File: src/rtl/difftest_commit_bridge_pkg.sv
// ============================================================================
// Module   : difftest_commit_bridge_pkg
// Purpose  : Shared constants and state encoding for the commit-trace bridge.
// Revision : 1.0
// ============================================================================
`default_nettype none

package difftest_commit_bridge_pkg;

  localparam logic [63:0] c_PC_START       = 64'h0000_0000_8000_0000;
  localparam logic [6:0]  c_TRAP_OPCODE    = 7'h6b;
  localparam logic [7:0]  c_WDOG_TRAP_CODE = 8'hFF;
  localparam logic [4:0]  c_A0_IDX         = 5'd10;

  typedef enum logic [0:0] {
    ST_RUN  = 1'b0,
    ST_HALT = 1'b1
  } bridge_state_e;

endpackage

`default_nettype wire

File: src/rtl/difftest_commit_bridge_commit_watchdog.sv
// ============================================================================
// Module   : commit_watchdog
// Purpose  : Counts RUN cycles without an accepted commit; flags expiry.
// Revision : 1.0
// ============================================================================
`default_nettype none

module commit_watchdog #(
  parameter int TIMEOUT = 4096
) (
  input  logic clk,
  input  logic rst_n,
  input  logic run,
  input  logic accept,
  output logic expire
);

  localparam int c_IDLE_W = (TIMEOUT > 0) ? $clog2(TIMEOUT + 1) : 1;
  localparam logic [c_IDLE_W-1:0] c_IDLE_LAST =
      (TIMEOUT > 0) ? c_IDLE_W'(TIMEOUT - 1) : '0;

  logic [c_IDLE_W-1:0] r_idle;

  // Saturates at the limit so a stalled run flag cannot wrap the count.
  always_ff @(posedge clk or negedge rst_n) begin
    if (!rst_n) begin
      r_idle <= '0;
    end else if (run) begin
      if (accept)
        r_idle <= '0;
      else if (r_idle != c_IDLE_LAST)
        r_idle <= r_idle + c_IDLE_W'(1);
    end
  end

  generate
    if (TIMEOUT > 0) begin : g_wdog_on
      assign expire = run && !accept && (r_idle == c_IDLE_LAST);
    end else begin : g_wdog_off
      assign expire = 1'b0;
    end
  endgenerate

endmodule

`default_nettype wire

File: src/rtl/difftest_commit_bridge.sv
// ============================================================================
// Module   : difftest_commit_bridge
// Purpose  : Registered multi-lane commit capture with trap/watchdog halt.
// Revision : 1.0
// ============================================================================
`default_nettype none

module difftest_commit_bridge
  import difftest_commit_bridge_pkg::*;
#(
  parameter int NCOMMIT = 2,
  parameter int XLEN    = 64,
  parameter int CNT_W   = 64,
  parameter int TIMEOUT = 4096
) (
  input  logic                      clk,
  input  logic                      rst_n,
  input  logic [NCOMMIT-1:0]        in_valid,
  input  logic [NCOMMIT*XLEN-1:0]   in_pc,
  input  logic [NCOMMIT*32-1:0]     in_inst,
  input  logic [NCOMMIT-1:0]        in_wen,
  input  logic [NCOMMIT*5-1:0]      in_wdest,
  input  logic [NCOMMIT*XLEN-1:0]   in_wdata,
  input  logic [XLEN-1:0]           in_a0,
  output logic [NCOMMIT-1:0]        out_valid,
  output logic [NCOMMIT*XLEN-1:0]   out_pc,
  output logic [NCOMMIT*32-1:0]     out_inst,
  output logic [NCOMMIT-1:0]        out_wen,
  output logic [NCOMMIT*8-1:0]      out_wdest,
  output logic [NCOMMIT*XLEN-1:0]   out_wdata,
  output logic                      trap_valid,
  output logic [7:0]                trap_code,
  output logic [XLEN-1:0]           trap_pc,
  output logic [CNT_W-1:0]          cycle_cnt,
  output logic [CNT_W-1:0]          instr_cnt,
  output logic                      halted
);

  localparam int c_POP_W = $clog2(NCOMMIT + 1);

  bridge_state_e        r_state;
  bridge_state_e        w_state_nxt;
  logic [XLEN-1:0]      r_last_pc;
  logic [NCOMMIT-1:0]   w_live;
  logic [NCOMMIT-1:0]   w_accept;
  logic                 w_trap_hit;
  logic [XLEN-1:0]      w_trap_pc;
  logic [7:0]           w_trap_code;
  logic [XLEN-1:0]      w_last_pc_nxt;
  logic [c_POP_W-1:0]   w_pop;
  logic [NCOMMIT*8-1:0] w_wdest_ext;
  logic                 w_run;
  logic                 w_expire;

  assign w_run  = (r_state == ST_RUN);
  assign halted = (r_state == ST_HALT);

  // Walk lanes oldest-first: the first trap closes the window, and the last
  // x10 writer seen before it supplies the forwarded trap code.
  always_comb begin
    w_live        = '0;
    w_accept      = '0;
    w_trap_hit    = 1'b0;
    w_trap_pc     = '0;
    w_trap_code   = in_a0[7:0];
    w_last_pc_nxt = r_last_pc;
    w_pop         = '0;
    for (int i = 0; i < NCOMMIT; i++) begin
      w_live[i] = in_valid[i] &&
                  !((in_pc[i*XLEN +: XLEN] == XLEN'(c_PC_START)) &&
                    (in_inst[i*32 +: 32] == 32'd0));
      if (w_live[i] && !w_trap_hit) begin
        w_accept[i]   = 1'b1;
        w_pop         = w_pop + c_POP_W'(1);
        w_last_pc_nxt = in_pc[i*XLEN +: XLEN];
        if (in_inst[i*32 +: 7] == c_TRAP_OPCODE) begin
          w_trap_hit = 1'b1;
          w_trap_pc  = in_pc[i*XLEN +: XLEN];
        end else if (in_wen[i] && (in_wdest[i*5 +: 5] == c_A0_IDX)) begin
          w_trap_code = in_wdata[i*XLEN +: 8];
        end
      end
    end
  end

  always_comb begin
    w_wdest_ext = '0;
    for (int i = 0; i < NCOMMIT; i++)
      w_wdest_ext[i*8 +: 8] = {3'd0, in_wdest[i*5 +: 5]};
  end

  commit_watchdog #(
    .TIMEOUT (TIMEOUT)
  ) u_watchdog (
    .clk    (clk),
    .rst_n  (rst_n),
    .run    (w_run),
    .accept (|w_accept),
    .expire (w_expire)
  );

  always_ff @(posedge clk or negedge rst_n) begin
    if (!rst_n)
      r_state <= ST_RUN;
    else
      r_state <= w_state_nxt;
  end

  always_comb begin
    w_state_nxt = r_state;
    if ((r_state == ST_RUN) && (w_trap_hit || w_expire))
      w_state_nxt = ST_HALT;
  end

  always_ff @(posedge clk or negedge rst_n) begin
    if (!rst_n) begin
      out_valid  <= '0;
      out_pc     <= '0;
      out_inst   <= '0;
      out_wen    <= '0;
      out_wdest  <= '0;
      out_wdata  <= '0;
      trap_valid <= 1'b0;
      trap_code  <= '0;
      trap_pc    <= '0;
      cycle_cnt  <= '0;
      instr_cnt  <= '0;
      r_last_pc  <= '0;
    end else if (w_run) begin
      out_valid <= w_accept;
      out_pc    <= in_pc;
      out_inst  <= in_inst;
      out_wen   <= in_wen;
      out_wdest <= w_wdest_ext;
      out_wdata <= in_wdata;
      cycle_cnt <= cycle_cnt + CNT_W'(1);
      instr_cnt <= instr_cnt + CNT_W'(w_pop);
      if (|w_accept)
        r_last_pc <= w_last_pc_nxt;
      // A trapping cycle always has an accept, so it cannot also expire.
      if (w_trap_hit) begin
        trap_valid <= 1'b1;
        trap_code  <= w_trap_code;
        trap_pc    <= w_trap_pc;
      end else if (w_expire) begin
        trap_valid <= 1'b1;
        trap_code  <= c_WDOG_TRAP_CODE;
        trap_pc    <= r_last_pc;
      end
    end else begin
      out_valid <= '0;
    end
  end

endmodule

`default_nettype wire

File: config.mk
export PLATFORM = sky130hd
export DESIGN_NAME = difftest_commit_bridge
export DESIGN_NICKNAME = d
export VERILOG_FILES = /design/src/rtl/difftest_commit_bridge_pkg.sv /design/src/rtl/difftest_commit_bridge_commit_watchdog.sv /design/src/rtl/difftest_commit_bridge.sv
export SDC_FILE = /design/constraint.sdc
export NUM_CORES = 1
export LEC_CHECK = 0
export ABC_AREA = 1
export CAP_MARGIN = 20
export CORE_AREA = 2 2 370 372
export CTS_BUF_LIST = sky130_fd_sc_hd__clkbuf_8
export DETAILED_ROUTE_END_ITERATION = 6
export DIE_AREA = 0 0 372 374
export GPL_TIMING_DRIVEN = 0
export HOLD_SLACK_MARGIN = 0.02
export SLEW_MARGIN = 30
export SYNTH_ARGS = -nofsm -noshare
export SYNTH_HDL_FRONTEND = slang
export SYNTH_HIERARCHICAL = 1
export SYNTH_SLANG_ARGS = --single-unit
File: constraint.sdc
create_clock -name clk -period 3.15 [get_ports clk]
set_input_delay 0.63 -clock clk [delete_from_list [all_inputs] [get_ports clk]]
set_output_delay 0.63 -clock clk [all_outputs]
set_load 0.05 [all_outputs]
==> results <==
- The slack of the critical path is -0.120 ns.
- Net switching is 26.3% of the power.
- Setup slack on the worst reg-to-reg path comes out at 0.17 ns.
- The cell family contributing the most delay on the critical path is simple AND/OR/NAND/NOR gates.
- The clock network latency to the later pin of the worst-skew pair is 0.84 ns.
- The number of sinks driven by the clock tree is 612.
- Across every metal layer, demand over resource in global routing totals 21.7%.
- The area overhead of the layout relative to synthesis is 48.8%.
- The longest clock path from root to sink contains 3 buffers.
- The H-tree generated during clock tree synthesis spans 3 levels.
- Once detail routing completed, the nets flagged for antenna violations numbered 0.
- The number of buffers inserted by port buffering is 879.
- The TritonCTS clock tree is built.
- The analysis attributes to cell leakage a power of 20.8 nW.
- The pin count of the biggest net entering global routing is 82.
- The combined area of the multi-input logic cells is 0.0131 sq mm.
- The clock network fraction of design power is 47.3%.
- The initial antenna violation count is 31.
- The biggest area contributor in the post-synthesis netlist is dfrtp_1.
- Based on the critical path, the design can be clocked at up to 306 MHz.
- The worst hold path cell count is 3.
- The maximum single-stage delay on the critical path is 0.39 ns.
- The worst register-to-register path ends at instr_cnt[1].
- STA puts the critical path data arrival time at 3.96 ns.
- After synthesis, the netlist uses 40 different library cells.
- In the final routed layout, each cell accounts on average for 22.5 microns.
- In the final layout, the share of cells above drive strength 1 is 11.8%.
- The startpoint type of the worst setup path is an input pin.
- The die width is 372 microns.
- The design draws 17.8 mW.
- The startpoint identified for the worst register-to-register timing path is halted.
- The critical setup path kind is input pin to register.
- The pre-antenna-repair detailed-routing pass consisted of 6 iterations.
- For the pin with the worst max-slew slack, the measured transition is 1.03 ns.
- The final worst clock skew is 0.0301 ns.
- The internal power of the cells totals 13.1 mW.
- The final setup violation count is 6.
- The final reports fail on setup timing.
- Of the available clock period, the critical path in the final layout requires 104%.
- The highest net fanout along the worst path is 4.
- After the last flow step, the layout net total stands at 5394.
- The final max-slew violation count is 0.
- The count of final hold-check violations is 0.
- In this run, the combinational gates consume 7.7% of the power.
- 942 I/O pins were placed.
- Clock-pin slew was measured on the worst setup and hold paths at 0.07 ns.
- The violation count after the first detailed-route iteration is 2664.
- The worst-case IR drop observed on VDD is 0.330 mV.
- The area of the die is 0.139 sq mm.
- On the critical path, the stage with the largest delay is an instance of fa_2.
- The portion of synthesized cell area occupied by the leading cell type is 51.5%.
- The tightest slew margin relative to the limit is 31.3%.
- Counting flops and latches in the post-synthesis netlist gives 612.
- The number of buffers created by CTS is 116.
- The combined flip-flop and latch cell area is 0.0153 sq mm.
- The height of the die is 374 microns.
- In this run the standard cell core region covers 0.135 sq mm.
- Counting cells, the worst reg-to-reg path comes to 6.
- The number of global-route vias before repair is 31100.
- The cell seen most often among critical-path stages is nor2_4.
- The total power divided by cell area is 401 mW/mm^2.
- At the end of routability-driven placement, the weighted congestion stood at 0.947.
- Summed over all layers, the routed wires come to 154 mm.
- The buffer cell driving the clock tree root is clkbuf_8.
- In this run the power spent charging and discharging nets is 4.67 mW.
- The post-synthesis cell count is 3900.
- The final global-route overflow total is 0.
- The first global-routing pass estimated 220 mm of wire.
- Summing all placed instances gives a cell area of 0.0412 sq mm.
- Sequential cells account for 45.0% of the total power.
- The category of the worst setup path capture point is a register.
- During synthesis, Yosys emitted a total of 6 warnings.
- After legalization and detailed placement, the total HPWL measured 121 mm.
- The class of the worst hold path is input pin to register.
- Sequential cells were found to cover 51.5% of the synthesized design area.
- The synthesized cell area is 0.0298 sq mm.
- The number of vias in the routed layout is 31400.
- The initial utilization of the core area, before any placement, comes to 22.0%.
- Counting the fill cells in the layout gives 14400.
- The residual DRC count is 0.
- Setup repair after global routing could not meet its margin everywhere.
- Counting I/O delays and the setup requirement, the final critical path takes 3.27 ns.
- At the worst endpoint, the required time is 3.84 ns.
- After synthesis, the cell types taking the most area are dfrtp_1 (51%), nand2_1 (22%), nor2_1 (4.5%).
- The sum of buffers and inverters on the critical path is 4.
- The signal on the critical path passes through dlygate4sd2_1, nor2_1, nand2_1, nor2_1, nand2_2, nor2_4, nand3_2, nand2_2, inv_2, nand2_4, buf_12, ha_4, ha_4, inv_4, fa_2, nor3_4, nand3_2, nor2_4, nand4_1, nor2_4, nand4_1, xor2_1.
- The floorplan has 135 rows.
- The run finished, with violations left.
- A synthesized cell averages 7.63 sq um.
- The source of the worst hold timing path is in_inst[59].
- The worst hold path terminates at out_inst[59].
- The max-capacitance violation count is 0.
- The number of vias per cell after detailed routing is 4.56.
- Once layout is done, the placed cells without fillers occupy 0.0443 sq mm.
## how the worst max path moves through the flow
| stage | from | end | cells after the start |
|---|---|---|---|
| finish | in_pc[113] | instr_cnt[48] | 22 |
| floorplan | in_pc[0] | instr_cnt[48] | 20 |
| global placement | rst_n | out_pc[117] | 1 |
| CTS | in_inst[7] | instr_cnt[48] | 21 |
| global route | in_inst[35] | instr_cnt[48] | 22 |
| detailed placement | in_inst[8] | instr_cnt[47] | 21 |
## layer usage
| metal | wire length (microns) | vias to the layer above | GRT usage (%) |
|---|---|---|---|
| met4 | 5710 | 2 | 7.88 |
| li1 | - | 14500 | - |
| met3 | 15600 | 271 | 7.05 |
| met1 | 63500 | 15100 | 27.5 |
| met5 | 7 | - | 0 |
| met2 | 69600 | 1468 | 34.3 |
## worst register-to-register path, stage by stage, from the launching register on
cell and delay (ns):
dfrtp_1 0.50, buf_6 0.23, buf_4 0.40, buf_2 0.48, clkbuf_2 0.52, buf_2 0.55
o21ai_0 0.16
## layout by cell type, fill, tap and decap left out, types with 12 or more instances in the layout
master / instances
nor4_1: 17
nand2_2: 27
a31oi_1: 64
buf_6: 19
xnor2_1: 46
diode_2: 21
nor2_4: 32
xor2_1: 75
clkbuf_2: 98
clkdlybuf4s50_1: 686
clkbuf_8: 144
dlygate4sd3_1: 35
inv_2: 20
nor2_1: 300
dfrtp_1: 612
clkbuf_1: 86
nor3_1: 43
nand2_1: 1684
dlymetal6s2s_1: 12
nor2_2: 41
buf_4: 58
o21ai_0: 133
nand4_1: 115
clkdlybuf4s15_1: 14
dlygate4sd2_1: 51
nand3_1: 194
buf_2: 79
inv_1: 269
## repair_timing
item                                    4_1_cts  5_1_grt
hold buffers                                 30        5
gates resized for setup                     361      279
buffers inserted                             24       18
pin swaps                                    80      127
endpoints found under the hold margin       163        5
endpoints found under the setup margin      501      104
## cells in the mapped netlist
cell,n
a21boi_0,1
a21oi_1,8
a31oi_1,64
buf_1,6
buf_2,68
buf_4,17
buf_6,2
clkbuf_1,102
clkinv_1,1
conb_1,1
dfrtp_1,612
fa_1,1
ha_1,6
inv_1,249
inv_2,8
nand2_1,1707
nand2_2,10
nand2_4,1
nand3_1,203
nand3_2,2
nand3b_1,3
nand4_1,115
nand4_4,1
nor2_1,353
nor2_2,14
nor2_4,6
nor3_1,48
nor3_2,9
nor3_4,1
nor3b_2,1
nor4_1,17
nor4_2,1
nor4_4,1
nor4b_1,1
o21ai_0,133
o21ai_1,4
o31ai_1,1
o32a_1,1
xnor2_1,46
xor2_1,75
## flip-flops by register name, indices dropped and copies added, names as in the netlist, 13 cells and up
| name | cells |
|---|---|
| cycle_cnt | 64 |
| instr_cnt | 64 |
| out_inst | 64 |
| out_pc | 128 |
| out_wdata | 128 |
| r_last_pc | 64 |
| trap_pc | 64 |
| u_watchdog/r_idle | 13 |
## layout make-up
| cell class | count | share of cell area [%] |
|---|---|---|
| plain buffers | 193 | 2.13 |
| clock inverters | 57 | 0.949 |
| well taps | 1781 | 5.03 |
| multi-input cells | 2840 | 29.6 |
| clock buffers | 144 | 4.48 |
| repair buffers | 966 | 20.9 |
| flip-flops and latches | 612 | 34.6 |
| inverters | 258 | 2.23 |
| diodes | 21 | 0.119 |
## stage by stage
| stage | std cells | TNS [ns] | setup WS (ns) | utilization, % | hold slack [ns] |
|---|---|---|---|---|---|
| 2_1_floorplan | 3905 | -2.04 | -0.286 | - | 0.334 |
| 5_1_grt | 6864 | -1.44 | -0.202 | 32.8 | 0.0338 |
| 6_report | 6872 | -0.357 | -0.120 | 32.8 | 0.0596 |
| 4_1_cts | 6828 | -0.0788 | -0.0451 | 32.7 | 0.0279 |
| 3_3_place_gp | 6565 | - | -28.25 | 30.3 | 0.461 |
| 3_5_place_dp | 6575 | -472.79 | -2.77 | 30.5 | 0.464 |
## cell families after synthesis
kind of cell / share of synthesized area [%]
AO/OA/AOI/OAI: 3.87
XOR/XNOR: 3.56
adder cells (fa/ha/maj): 0.320
buffers and inverters: 6.26
flip-flops: 51.5
other: 0.0126
AND/OR/NAND/NOR: 34.5
## power groups by stage
| stage | clock network, mW | registers (mW) | logic (mW) |
|---|---|---|---|
| 3_3_place_gp | 0 | 8.15 | 1.32 |
| 6_report | 8.40 | 7.99 | 1.37 |
| 5_1_grt | 8.96 | 7.99 | 1.49 |
| 3_5_place_dp | 0 | 8.13 | 1.37 |
| 4_1_cts | 8.66 | 7.99 | 1.35 |
| 2_1_floorplan | 0 | 8.13 | 0.405 |
Power figures use the tool's default switching activity.
